==> config.mk <==
export PLATFORM = sky130hd
export DESIGN_NAME = pipe_ctrl_flat
export DESIGN_NICKNAME = d
export VERILOG_FILES = /design/src/rtl/pipe_ctrl_if.sv /design/src/rtl/pipe_ctrl.sv /design/src/flat_wrapper.sv
export SDC_FILE = /design/constraint.sdc
export NUM_CORES = 1
export LEC_CHECK = 0
export ABC_AREA = 1
export CAP_MARGIN = 20
export CELL_PAD_IN_SITES_DETAIL_PLACEMENT = 1
export CELL_PAD_IN_SITES_GLOBAL_PLACEMENT = 1
export CORE_MARGIN = 4
export CORE_UTILIZATION = 31
export DETAILED_ROUTE_END_ITERATION = 8
export GPL_TIMING_DRIVEN = 1
export PLACE_DENSITY = 0.93
export SYNTH_ARGS = -nofsm -noshare
export SYNTH_HDL_FRONTEND = slang
export SYNTH_SLANG_ARGS = --single-unit
==> constraint.sdc <==
create_clock -name clk -period 3.75 [get_ports clk]
set_input_delay 0.5625 -clock clk [delete_from_list [all_inputs] [get_ports clk]]
set_output_delay 0.5625 -clock clk [all_outputs]
set_load 0.1 [all_outputs]
==> src/rtl/pipe_ctrl_if.sv <==
// Handshake bundle between the pipeline stages and the central controller.
// The master side raises stall requests and redirect events.
// The slave side (pipe_ctrl) returns the stall vector, flush and counters.
interface pipe_ctrl_if #(
  parameter int CNT_W = 32
);
  // Requests from the stages
  logic             stallreq_if;
  logic             stallreq_id;
  logic             stallreq_ex;
  logic             stallreq_mem;
  // Redirect events committed in MEM
  logic             excp_valid;
  logic [31:0]      excp_vec;
  logic             eret_valid;
  logic [31:0]      epc;
  // Counter maintenance
  logic             cnt_clr;
  // Controller responses
  logic [5:0]       stall;
  logic             flush;
  logic [31:0]      new_pc;
  logic             refilling;
  logic [CNT_W-1:0] stall_cnt;
  logic             stall_timeout;

  modport master (
    output stallreq_if, stallreq_id, stallreq_ex, stallreq_mem,
    output excp_valid, excp_vec, eret_valid, epc, cnt_clr,
    input  stall, flush, new_pc, refilling, stall_cnt, stall_timeout
  );

  modport slave (
    input  stallreq_if, stallreq_id, stallreq_ex, stallreq_mem,
    input  excp_valid, excp_vec, eret_valid, epc, cnt_clr,
    output stall, flush, new_pc, refilling, stall_cnt, stall_timeout
  );
endinterface

==> src/rtl/pipe_ctrl.sv <==
// Central pipeline controller for the 5-stage core.
// It maps per-stage stall requests onto the PC/inter-stage stall vector.
// On an exception or eret it issues a one-cycle flush with the redirect PC,
// then spends REFILL_CYC cycles injecting bubbles while fetch redirects.
// It also keeps a saturating stall-cycle counter and a sticky stall watchdog.
module pipe_ctrl #(
  parameter int REFILL_CYC = 2,
  parameter int MAX_STALL  = 1024,
  parameter int CNT_W      = 32
) (
  input  logic         clk,
  input  logic         rst,   // asynchronous, active-low
  pipe_ctrl_if.slave   bus
);

  localparam int RC_W = (REFILL_CYC > 1) ? $clog2(REFILL_CYC) : 1;
  localparam int RL_W = $clog2(MAX_STALL);

  localparam logic [RC_W-1:0] RC_LAST = RC_W'(REFILL_CYC - 1);
  localparam logic [RL_W-1:0] RL_LAST = RL_W'(MAX_STALL - 1);

  // Stall vector encodings, bit0 = pc ... bit5 = wb (wb never stops)
  localparam logic [5:0] STALL_NONE = 6'b000000;
  localparam logic [5:0] STALL_IF   = 6'b000011;
  localparam logic [5:0] STALL_ID   = 6'b000111;
  localparam logic [5:0] STALL_EX   = 6'b001111;
  localparam logic [5:0] STALL_MEM  = 6'b011111;
  // During refill the PC advances on the new path while IF/ID holds a bubble
  localparam logic [5:0] STALL_FILL = 6'b000010;

  typedef enum logic {
    ST_RUN,
    ST_REFILL
  } state_t;

  state_t            state_q, state_d;
  logic [RC_W-1:0]   rc_q, rc_d;
  logic [RL_W-1:0]   rl_q, rl_d;
  logic [CNT_W-1:0]  cnt_q, cnt_d;
  logic              timeout_q, timeout_d;

  logic              redirect;
  logic [5:0]        req_stall;
  logic [5:0]        stall_vec;
  logic [31:0]       redirect_pc;
  logic              refill_flag;

  // Request priority: the deepest requesting stage freezes everything upstream
  always_comb begin
    req_stall = STALL_NONE;
    if (bus.stallreq_mem) begin
      req_stall = STALL_MEM;
    end else if (bus.stallreq_ex) begin
      req_stall = STALL_EX;
    end else if (bus.stallreq_id) begin
      req_stall = STALL_ID;
    end else if (bus.stallreq_if) begin
      req_stall = STALL_IF;
    end
  end

  // Redirect target selection; exception outranks eret in the same cycle
  always_comb begin
    redirect    = bus.excp_valid | bus.eret_valid;
    redirect_pc = 32'h0;
    if (bus.excp_valid) begin
      redirect_pc = bus.excp_vec;
    end else if (bus.eret_valid) begin
      redirect_pc = bus.epc;
    end
  end

  // Next-state and stall outputs of the RUN/REFILL controller
  always_comb begin
    state_d     = state_q;
    rc_d        = rc_q;
    stall_vec   = STALL_NONE;
    refill_flag = 1'b0;
    unique case (state_q)
      ST_RUN: begin
        stall_vec = req_stall;
        if (redirect) begin
          state_d = ST_REFILL;
          rc_d    = '0;
        end
      end
      ST_REFILL: begin
        // Stages were just emptied by the flush, so their requests are stale
        refill_flag = 1'b1;
        stall_vec   = STALL_FILL;
        if (redirect) begin
          rc_d = '0;
        end else if (rc_q == RC_LAST) begin
          state_d = ST_RUN;
          rc_d    = '0;
        end else begin
          rc_d = rc_q + RC_W'(1);
        end
      end
      default: begin
        state_d = ST_RUN;
        rc_d    = '0;
      end
    endcase
    // A flush kills the stage registers, so nothing may be held that cycle
    if (redirect) begin
      stall_vec = STALL_NONE;
    end
  end

  // Controller state register
  always_ff @(posedge clk or negedge rst) begin
    if (!rst) begin
      state_q <= ST_RUN;
      rc_q    <= '0;
    end else begin
      state_q <= state_d;
      rc_q    <= rc_d;
    end
  end

  // Stall statistics: saturating total and watchdog run length
  always_comb begin
    cnt_d     = cnt_q;
    rl_d      = rl_q;
    timeout_d = timeout_q;
    if (bus.cnt_clr) begin
      cnt_d     = '0;
      rl_d      = '0;
      timeout_d = 1'b0;
    end else if (stall_vec[0]) begin
      if (cnt_q != {CNT_W{1'b1}}) begin
        cnt_d = cnt_q + CNT_W'(1);
      end
      if (rl_q == RL_LAST) begin
        // Run length has been at its limit for a full cycle: flag it
        timeout_d = 1'b1;
      end else begin
        rl_d = rl_q + RL_W'(1);
      end
    end else begin
      rl_d = '0;
    end
  end

  // Statistics registers
  always_ff @(posedge clk or negedge rst) begin
    if (!rst) begin
      cnt_q     <= '0;
      rl_q      <= '0;
      timeout_q <= 1'b0;
    end else begin
      cnt_q     <= cnt_d;
      rl_q      <= rl_d;
      timeout_q <= timeout_d;
    end
  end

  assign bus.stall         = stall_vec;
  assign bus.flush         = redirect;
  assign bus.new_pc        = redirect_pc;
  assign bus.refilling     = refill_flag;
  assign bus.stall_cnt     = cnt_q;
  assign bus.stall_timeout = timeout_q;

endmodule

==> src/flat_wrapper.sv <==
// flat-port wrapper written by rule: the top's interface ports become plain ports
module pipe_ctrl_flat 
#(
  parameter int REFILL_CYC = 2,
  parameter int MAX_STALL  = 1024,
  parameter int CNT_W      = 32
)
  (clk, rst, bus_stallreq_if, bus_stallreq_id, bus_stallreq_ex, bus_stallreq_mem, bus_excp_valid, bus_excp_vec, bus_eret_valid, bus_epc, bus_cnt_clr, bus_stall, bus_flush, bus_new_pc, bus_refilling, bus_stall_cnt, bus_stall_timeout);
  pipe_ctrl_if #(.CNT_W(CNT_W)) bus_i ();
  input  logic clk;
  input  logic rst;
  input wire logic [$bits(bus_i.stallreq_if)-1:0] bus_stallreq_if;
  input wire logic [$bits(bus_i.stallreq_id)-1:0] bus_stallreq_id;
  input wire logic [$bits(bus_i.stallreq_ex)-1:0] bus_stallreq_ex;
  input wire logic [$bits(bus_i.stallreq_mem)-1:0] bus_stallreq_mem;
  input wire logic [$bits(bus_i.excp_valid)-1:0] bus_excp_valid;
  input wire logic [$bits(bus_i.excp_vec)-1:0] bus_excp_vec;
  input wire logic [$bits(bus_i.eret_valid)-1:0] bus_eret_valid;
  input wire logic [$bits(bus_i.epc)-1:0] bus_epc;
  input wire logic [$bits(bus_i.cnt_clr)-1:0] bus_cnt_clr;
  output wire logic [$bits(bus_i.stall)-1:0] bus_stall;
  output wire logic [$bits(bus_i.flush)-1:0] bus_flush;
  output wire logic [$bits(bus_i.new_pc)-1:0] bus_new_pc;
  output wire logic [$bits(bus_i.refilling)-1:0] bus_refilling;
  output wire logic [$bits(bus_i.stall_cnt)-1:0] bus_stall_cnt;
  output wire logic [$bits(bus_i.stall_timeout)-1:0] bus_stall_timeout;
  assign bus_i.stallreq_if = bus_stallreq_if;
  assign bus_i.stallreq_id = bus_stallreq_id;
  assign bus_i.stallreq_ex = bus_stallreq_ex;
  assign bus_i.stallreq_mem = bus_stallreq_mem;
  assign bus_i.excp_valid = bus_excp_valid;
  assign bus_i.excp_vec = bus_excp_vec;
  assign bus_i.eret_valid = bus_eret_valid;
  assign bus_i.epc = bus_epc;
  assign bus_i.cnt_clr = bus_cnt_clr;
  assign bus_stall = bus_i.stall;
  assign bus_flush = bus_i.flush;
  assign bus_new_pc = bus_i.new_pc;
  assign bus_refilling = bus_i.refilling;
  assign bus_stall_cnt = bus_i.stall_cnt;
  assign bus_stall_timeout = bus_i.stall_timeout;
  pipe_ctrl #(.REFILL_CYC(REFILL_CYC), .MAX_STALL(MAX_STALL), .CNT_W(CNT_W)) u_core (.clk(clk), .rst(rst), .bus(bus_i));
endmodule
==> results of run 1 <==
==> routing by layer <==
layer  global-route usage [%]  up-vias
met5                        0        -
met1                    22.80     2079
met3                    6.607       46
met2                    43.11      169
li1                         -     2063
met4                    11.64        0
==> area by class of cell <==
type	instances	area share, %
Multi-Input combinational cell	454	37.15
Timing Repair Buffer	149	33.39
Sequential cell	45	20.14
Inverter	52	3.581
Tap cell	140	3.133
Clock buffer	5	2.238
Clock inverter	3	0.3133
Antenna cell	1	0.04476
==> critical path, stage by stage <==
cell	delay [ps]
clkdlybuf4s50_1	580
inv_1	730
nand3_1	190
nand2_1	170
buf_12	180
==> cell usage in the layout, fill, tap and decap left out, types with 2 or more instances in the layout <==
master and n:
o21ai_1 24, buf_4 4, xor2_1 4, ha_1 2, nand2_4 3, clkdlybuf4s50_1 105
nand2_1 219, or2_2 10, nor2_4 4, a21oi_1 9, nand2_2 4, nand3b_1 3
or2_1 2, nor2_1 68, clkinv_2 2, nor3_1 10, nand4_1 2, buf_12 39
nor2_2 2, inv_1 49, dfrtp_1 45, clkbuf_16 5, xnor2_1 2, o21ai_0 3
nand3_1 77
==> final timing paths <==
kind                                            endpoint  slack (ps)  cells after the start
worst max-delay path                      bus_new_pc[10]         770                      5
worst min-delay path            u_core.bus.stall_cnt[25]         130                      1
worst max register to register  u_core.bus.stall_cnt[18]        1550                     11
worst min register to register            u_core.state_q         490                      1
max in group asynchronous       u_core.bus.stall_cnt[10]        3130                      2
min in group clk                          u_core.state_q         490                      1
==> Yosys cell counts, drive strengths merged <==
| master | n | share of area [%] |
|---|---|---|
| nand2 | 227 | 26 |
| nand3 | 78 | 11 |
| nor2 | 75 | 9.4 |
| inv | 51 | 5.6 |
| dfrtp | 45 | 32 |
| o21ai | 28 | 4.1 |
| or2 | 12 | 2.1 |
| buf | 11 | 2.6 |
| nor3 | 11 | 1.6 |
| clkbuf | 10 | 1.1 |
| a21oi | 9 | 1.3 |
| xor2 | 4 | 0.99 |
| nand3b | 3 | 0.64 |
| ha | 2 | 0.71 |
| nand4 | 2 | 0.35 |
| xnor2 | 2 | 0.50 |
| clkinv | 1 | 0.11 |
| conb | 1 | 0.11 |
==> state kept, by name, summed over array words and instances (netlist names) <==
signal	cells
u_core.bus.stall_cnt	32
u_core.rl_q	10
u_core.state_q	1
u_core.bus.stall_timeout	1
u_core.rc_q	1
==> cells by family (layout without fill, tap and decap cells) <==
logic type / after synthesis / after routing / share of synthesized area, %
and+or+nand+nor: 408 / 408 / 51.10
adders and majority gates: 2 / 2 / 0.7096
xor gates and xnor gates: 6 / 6 / 1.490
DFF: 45 / 45 / 31.94
other: 1 / 2 / 0.1064
buffers and inverters: 73 / 209 / 9.297
AOI/OAI and AO/OA: 37 / 37 / 5.358
==> stage by stage <==
stage,cell area [µm²],utilization [%]
final,5590,50.90
after global routing,5590,50.90
after CTS,5568,50.69
after detailed placement,5425,49.40
after global placement,5425,49.40
after floorplan,3531,-
==> power by group through the flow <==
stage,Sequential [mW],Clock (mW),Combinational (mW)
6_report,0.489,0.446,0.522
5_1_grt,0.489,0.470,0.543
2_1_floorplan,0.503,0,0.281
3_5_place_dp,0.498,0,0.522
4_1_cts,0.489,0.450,0.524
3_3_place_gp,0.498,0,0.514
==> impl_metrics.env, run 1 <==
export IMPL_syn2layout_area_growth_pct=58.55
export IMPL_numCtsBuffers=5
export IMPL_seq_area_um2=1126
export IMPL_m1WireLength_um=5202
export IMPL_min_path_type="input port to asynchronous set/reset pin"
export IMPL_wl_um=14810
export IMPL_yosysSeqAreaShare_pct=31.94
export IMPL_syn_area_per_cell_um2=6.164
export IMPL_ctsResizeCount=0
export IMPL_combPwrFrac_pct=35.8
export IMPL_top_layer_used="met4"
export IMPL_path_class="input port to output port"
export IMPL_final_period_utilization_pct=79.55
export IMPL_die_y_um=114.7
export IMPL_fin_nets=782
export IMPL_fillers=1388
export IMPL_antenna_found_initial=1
export IMPL_routed_via_density=5.132
export IMPL_setup_violations=0
export IMPL_syn_area_um2=3526
export IMPL_p_switching_mw=0.5315
export IMPL_hpwlAfterDp_um=11610
export IMPL_track_usage_pct=23.00
export IMPL_grt_pass1_vias=4918
export IMPL_p_total_mw=1.457
export IMPL_first_iter_violations=275
export IMPL_p_clk_share_pct=30.6
export IMPL_cp_start_kind="input port"
export IMPL_cts_root_buf="clkbuf_16"
export IMPL_synthesis_nets=647
export IMPL_place_congestion=1.036
export IMPL_syn_inst=572
export IMPL_cp_arrival_ps=2420
export IMPL_final_cells=849
export IMPL_tritoncts="yes"
export IMPL_grt_overflow=0
export IMPL_ios=146
export IMPL_hold_slack_ps=129.6
export IMPL_synth_cell_types=34
export IMPL_rsz0062_at_grt="false"
export IMPL_multi_input_area_um2=2077
export IMPL_intPower_mw=0.9251
export IMPL_max_slew_margin_rel_pct=33.83
export IMPL_switching_share_pct=36.49
export IMPL_core_area_um2=10980
export IMPL_clock_latency_ps=290
export IMPL_postCtsSetupBuffers=0
export IMPL_wl_met3_um=1059
export IMPL_drive_gt1_share_pct=11.58
export IMPL_ant_nets=0
export IMPL_regToRegStartpoint="u_core.bus.stall_cnt[1]"
export IMPL_htreeDepth=2
export IMPL_vias=4357
export IMPL_dieWidth_um=114.7
export IMPL_seqPwrFrac_pct=33.5
export IMPL_grt_max_degree=46
export IMPL_drv_slew=0
export IMPL_clock_sinks=45
export IMPL_ir_drop_mv=0.1466
export IMPL_setup_tns_ps=0
export IMPL_dr_pass1_iters=4
export IMPL_min_period_ps=2983
export IMPL_grt_pass1_wl_um=24240
export IMPL_cts_hold_buf=0
export IMPL_worst_ep_required_time_ps=3190
export IMPL_status="finished, final reports clean"
export IMPL_wl_per_cell_um=17.44
export IMPL_hold_viol=0
export IMPL_clock_fmax_mhz=335.2
export IMPL_row_count=38
export IMPL_cap_viol_max_count=0
export IMPL_ys_warn_count=0
export IMPL_p_leak_nw=2.444
export IMPL_cp_startpoint="bus_excp_valid"
export IMPL_crit_fanout=32
export IMPL_initial_utilization_pct=32.10
export IMPL_powerDensity_nw_per_um2=260.5
export IMPL_die_area_um2=13140
export IMPL_endpoint_kind="output port"
export IMPL_drc=0
export IMPL_setup_ws_ps=767.0
export IMPL_port_buffers=144
export IMPL_ys_ff_latch=45
export IMPL_clkTransAtPathRegs_ps=60
export IMPL_cts_path_max_buffers=2
export IMPL_place_ws_ps=705.4
export IMPL_dr_wl_met2_um=7885
export IMPL_place_inst=839
export IMPL_finClkSkew_ps=5.329
export IMPL_tightestPinTransition_ps=989.5
Note: power is estimated with default switching activity, not from simulation.
==> run 2, diff against run 1 <==
Settings changed: CORE_UTILIZATION 31 to 29, PLACE_DENSITY 0.93 to 0.89.
Clock period 3.75 ns to 3 ns, I/O delays scaled along.
==> run 2 against run 1 <==
Net effect: global-route usage fell by 3.1 points; critical path depth grew 1; routed wire length decreased by 6.6%; hold slack improved by 25 ps; flip-flop and latch count is the same; cell count increased by 0.71%; clock power rose by 30%; clock skew up 0.88 ps; die area increased by 6.4%; power up 26%.
==> impl_metrics.env, run 2 (same netlist as run 1, synthesis figures left out) <==
export IMPL_dieWidth_um=118.3
export IMPL_clock_fmax_mhz=405.1
export IMPL_multi_input_area_um2=2077
export IMPL_powerDensity_nw_per_um2=332.4
export IMPL_ios=146
export IMPL_path_class="input port to output port"
export IMPL_grt_max_degree=46
export IMPL_worst_ep_required_time_ps=2550
export IMPL_cp_cell_sequence="clkdlybuf4s50_1 > inv_1 > buf_4 > nand3_1 > nand2_1 > buf_12"
export IMPL_die_y_um=118.3
export IMPL_place_congestion=0.8690
export IMPL_seq_area_um2=1126
export IMPL_use_met3_pct=6.172
export IMPL_rsz0062_at_grt="false"
export IMPL_max_stage_delay_ps=430
export IMPL_cap_viol_max_count=0
export IMPL_max_slew_margin_rel_pct=61.08
export IMPL_ctsResizeCount=0
export IMPL_hold_viol=0
export IMPL_fin_nets=783
export IMPL_routed_via_density=5.001
export IMPL_seqPwrFrac_pct=33.2
export IMPL_busiest_layer="met2"
export IMPL_setup_ws_ps=531.6
export IMPL_tritoncts="yes"
export IMPL_cts_hold_buf=0
export IMPL_grt_overflow=0
export IMPL_tightestPinTransition_ps=583.8
export IMPL_switching_share_pct=35.87
export IMPL_setup_violations=0
export IMPL_place_ws_ps=522.6
export IMPL_cp_start_kind="input port"
export IMPL_grt_pass1_vias=4766
export IMPL_path_buf_inv=4
export IMPL_crit_fanout=18
export IMPL_dr_pass1_iters=4
export IMPL_track_usage_pct=19.88
export IMPL_hold_slack_ps=154.9
export IMPL_wl_per_cell_um=16.17
export IMPL_grt_util_met1_pct=20.79
export IMPL_clkTransAtPathRegs_ps=70
export IMPL_layout_cells_most_common="nand2_1"
export IMPL_min_path_type="input port to asynchronous set/reset pin"
export IMPL_ir_drop_mv=0.1582
export IMPL_drv_slew=0
export IMPL_p_total_mw=1.839
export IMPL_postCtsSetupBuffers=0
export IMPL_largest_reg_flops=32
export IMPL_status="finished, final reports clean"
export IMPL_dpl_cell_area_um2=5356
export IMPL_core_area_um2=11960
export IMPL_diodes=0
export IMPL_finClkSkew_ps=6.208
export IMPL_setup_tns_ps=0
export IMPL_fin_area_um2=5530
export IMPL_drc=0
export IMPL_row_count=40
export IMPL_first_iter_violations=234
export IMPL_fillers=1500
export IMPL_antenna_found_initial=0
export IMPL_hpwlAfterDp_um=11090
export IMPL_clock_sinks=45
export IMPL_p_clk_share_pct=31.4
export IMPL_min_period_ps=2468
export IMPL_p_switching_mw=0.6594
export IMPL_critPathTopFamily="buffers and inverters"
export IMPL_port_buffers=144
export IMPL_combPwrFrac_pct=35.3
export IMPL_syn2layout_area_growth_pct=56.85
export IMPL_final_period_utilization_pct=82.28
export IMPL_worst_path_max_delay_cell="clkdlybuf4s50_1"
export IMPL_cts_path_max_buffers=2
export IMPL_initial_utilization_pct=29.48
export IMPL_vias=4276
export IMPL_drive_gt1_share_pct=16.38
export IMPL_endpoint_kind="output port"
export IMPL_numCtsBuffers=5
export IMPL_wl_um=13820
export IMPL_clock_latency_ps=290
export IMPL_grt_pass1_wl_um=23110
export IMPL_intPower_mw=1.179
export IMPL_p_leak_nw=2.519
export IMPL_die_area_um2=13990
export IMPL_ant_nets=0
export IMPL_htreeDepth=2
export IMPL_mostFrequentLayoutCells="219 x nand2_1, 77 x nand3_1, 71 x clkdlybuf4s50_1"
export IMPL_cts_root_buf="clkbuf_16"
export IMPL_cp_arrival_ps=2020
export IMPL_gr_usage_met2_pct=36.87
run 2: cell types whose count changed in the layout (fill, tap and decap cells not counted):
cell and delta:
buf_12 -1, buf_16 +1, buf_4 +35, clkbuf_8 +1, clkdlybuf4s50_1 -34, clkinv_2 -2
diode_2 -1
run 2: final cells by class:
| class | instances | share of cell area, % |
|---|---|---|
| inverters | 52 | 3.620 |
| clock inverters | 1 | 0.1357 |
| clock buffers | 6 | 2.511 |
| repair buffers | 150 | 32.49 |
| well taps | 147 | 3.326 |
| multi-input cells | 454 | 37.56 |
| flip-flops and latches | 45 | 20.36 |
run 2: worst reg2reg max path: stages (launching register included):
cell and delay (ps):
dfrtp_1 440, ha_1 240, nand2_2 100, nor2_4 130, nand2_4 100, nor2_8 160, nand3_4 160, nand2_4 370
inv_6 130, nand2_1 90, o21ai_1 70
run 2: power groups by stage:
stage / sequential [mW] / combinational, mW / clock (mW)
after floorplan: 0.629 / 0.352 / 0
after global routing: 0.611 / 0.679 / 0.611
after detailed placement: 0.623 / 0.652 / 0
final: 0.611 / 0.650 / 0.578
after CTS: 0.611 / 0.652 / 0.586
after global placement: 0.622 / 0.642 / 0
run 2: path summary, 6_finish.rpt:
kind,from,to,slack [ps],cells past startpoint
setup / recovery,bus_excp_valid,bus_new_pc[9],530,6
hold / removal,rst,u_core.bus.stall_cnt[6],150,1
setup reg to reg,u_core.bus.stall_cnt[1],u_core.bus.stall_cnt[5],890,10
hold reg to reg,u_core.bus.stall_timeout,u_core.bus.stall_timeout,490,2
max in group asynchronous,rst,u_core.bus.stall_cnt[18],2320,2
min in group clk,u_core.bus.stall_timeout,u_core.bus.stall_timeout,490,2
run 2: stage by stage:
stage / instances / util, %
after CTS: 854 / 46.00
after detailed placement: 847 / 44.78
final: 855 / 46.23
after global placement: 847 / 44.78
after global routing: 855 / 46.23
after floorplan: 572 / -
run 2: routing by layer:
metal	vias up	part of all wire, %
met1	2021	38
met5	-	0
met3	27	8.1
met2	164	51
met4	0	3.1
li1	2064	-
==> run 3, diff against run 2 <==
Clock period 3 ns to 2.4 ns, I/O delays scaled along.
==> run 3 against run 2 <==
Net effect: critical path type unchanged; clock-buffer cell count decreased by 1; largest power group unchanged; cell count is 0.58% higher; sequential power increased by 25%; largest cell class unchanged; utilization rose by 0.31 points; via count is 1.4% lower.
==> impl_metrics.env, run 3 (same netlist as run 1, synthesis figures left out) <==
export IMPL_grt_max_degree=35
export IMPL_port_buffers=144
export IMPL_vias=4217
export IMPL_status="finished, final reports clean"
export IMPL_drv_slew=0
export IMPL_final_period_utilization_pct=90.07
export IMPL_max_stage_delay_ps=400
export IMPL_path_class="input port to output port"
export IMPL_ctsResizeCount=0
export IMPL_dieWidth_um=118.3
export IMPL_cts_root_buf="clkbuf_16"
export IMPL_syn2layout_area_growth_pct=57.91
export IMPL_hpwlAfterDp_um=11230
export IMPL_fillers=1503
export IMPL_clock_latency_ps=300
export IMPL_worst_ep_required_time_ps=2040
export IMPL_cap_viol_max_count=0
export IMPL_htreeDepth=2
export IMPL_multi_input_area_um2=2082
export IMPL_finClkSkew_ps=8.906
export IMPL_drive_gt1_share_pct=17.39
export IMPL_cp_cell_sequence="clkdlybuf4s50_1 > or2_2 > nor2_1 > nand2_1 > o21ai_0 > inv_1 > buf_12"
export IMPL_min_path_type="input port to asynchronous set/reset pin"
export IMPL_drc=0
export IMPL_cts_hold_buf=0
export IMPL_cts_path_max_buffers=2
export IMPL_largest_reg_flops=32
export IMPL_layout_cells_most_common="nand2_1"
export IMPL_ir_drop_mv=0.2887
export IMPL_postCtsSetupBuffers=0
export IMPL_ant_nets=0
export IMPL_cp_arrival_ps=1800
export IMPL_tightestPinTransition_ps=650.2
export IMPL_ios=146
export IMPL_wl_per_cell_um=15.78
export IMPL_initial_utilization_pct=29.48
export IMPL_diodes=0
export IMPL_clock_fmax_mhz=462.6
export IMPL_p_leak_nw=2.538
export IMPL_max_slew_margin_rel_pct=56.65
export IMPL_powerDensity_nw_per_um2=408.7
export IMPL_final_cells=860
export IMPL_fin_area_um2=5568
export IMPL_row_count=40
export IMPL_fin_nets=787
export IMPL_wl_um=13570
export IMPL_hold_viol=0
export IMPL_core_area_um2=11960
export IMPL_min_period_ps=2162
export IMPL_routed_via_density=4.903
export IMPL_p_total_mw=2.275
export IMPL_place_congestion=0.8687
export IMPL_place_inst=852
export IMPL_grt_overflow=0
export IMPL_mostFrequentLayoutCells="219 x nand2_1, 77 x nand3_1, 71 x clkdlybuf4s50_1"
export IMPL_rsz0062_at_grt="false"
export IMPL_clock_sinks=45
export IMPL_endpoint_kind="output port"
export IMPL_cp_start_kind="input port"
export IMPL_dr_pass1_iters=4
export IMPL_antenna_found_initial=0
export IMPL_tritoncts="yes"
export IMPL_worst_path_max_delay_cell="clkdlybuf4s50_1"
export IMPL_track_usage_pct=19.58
export IMPL_dpl_cell_area_um2=5425
export IMPL_die_y_um=118.3
export IMPL_clkTransAtPathRegs_ps=60
export IMPL_setup_violations=0
export IMPL_crit_fanout=2
export IMPL_die_area_um2=13990
export IMPL_seq_area_um2=1127
export IMPL_numCtsBuffers=5
export IMPL_grt_pass1_vias=4619
export IMPL_grt_pass1_wl_um=22750
export IMPL_first_iter_violations=218
[run 3: cell types whose count changed in the layout (fill, tap and decap cells not counted), sizes merged]
| cell | before | now |
|---|---|---|
| buf | 79 | 83 |
| clkinv | 1 | 3 |
| clkbuf | 6 | 5 |
[run 3: where the power goes]
group / leakage [nW] / switching [mW] / internal, mW
logic: 1.85 / 0.509 / 0.309
registers: 0.622 / 0.00330 / 0.760
clock network: 0.0696 / 0.311 / 0.383
total: 2.54 / 0.824 / 1.45
[run 3: critical path, delay by kind of cell]
family                 cells  cell delay, ps
buffers and inverters      3             660
and+or+nand+nor            3             610
AOI/OAI and AO/OA          1             170
[run 3: path summary, 6_finish.rpt]
path	to	slack (ps)	startpoint	cells after the start
max in group asynchronous	u_core.bus.stall_cnt[24]	1720	rst	2
worst min-delay path	u_core.bus.stall_cnt[29]	90	rst	1
worst max register to register	u_core.bus.stall_cnt[10]	530	u_core.bus.stall_cnt[17]	9
min in group clk	u_core.bus.stall_timeout	490	u_core.bus.stall_timeout	2
worst min register to register	u_core.bus.stall_timeout	490	u_core.bus.stall_timeout	2
worst max-delay path	bus_stall[1]	240	bus_stallreq_ex	7
[run 3: final cells by class]
class,instances,area share (%)
inverter,52,3.596
multi-input combinational,454,37.39
clock inverter,3,0.3146
timing repair buffer,154,32.90
tap,147,3.303
sequential,45,20.25
clock buffer,5,2.247
[run 3: metrics by stage]
step	setup slack (ps)	hold slack, ps	setup TNS (ps)	util, %
5_1_grt	111.1	144.5	0	46.55
3_5_place_dp	191.3	428.2	0	45.36
6_report	238.3	91.47	0	46.55
4_1_cts	216.7	118.4	0	46.55
3_3_place_gp	246.4	411.0	0	45.36
2_1_floorplan	-134.4	64.41	-134.4	-
[run 3: routing by layer]
layer	up-vias	GRT usage, %	share of wire (%)
met5	-	0	0
met4	0	6.007	2.5
met3	21	6.220	8.3
met2	147	36.48	52
met1	1978	20.89	37
li1	2071	-	-
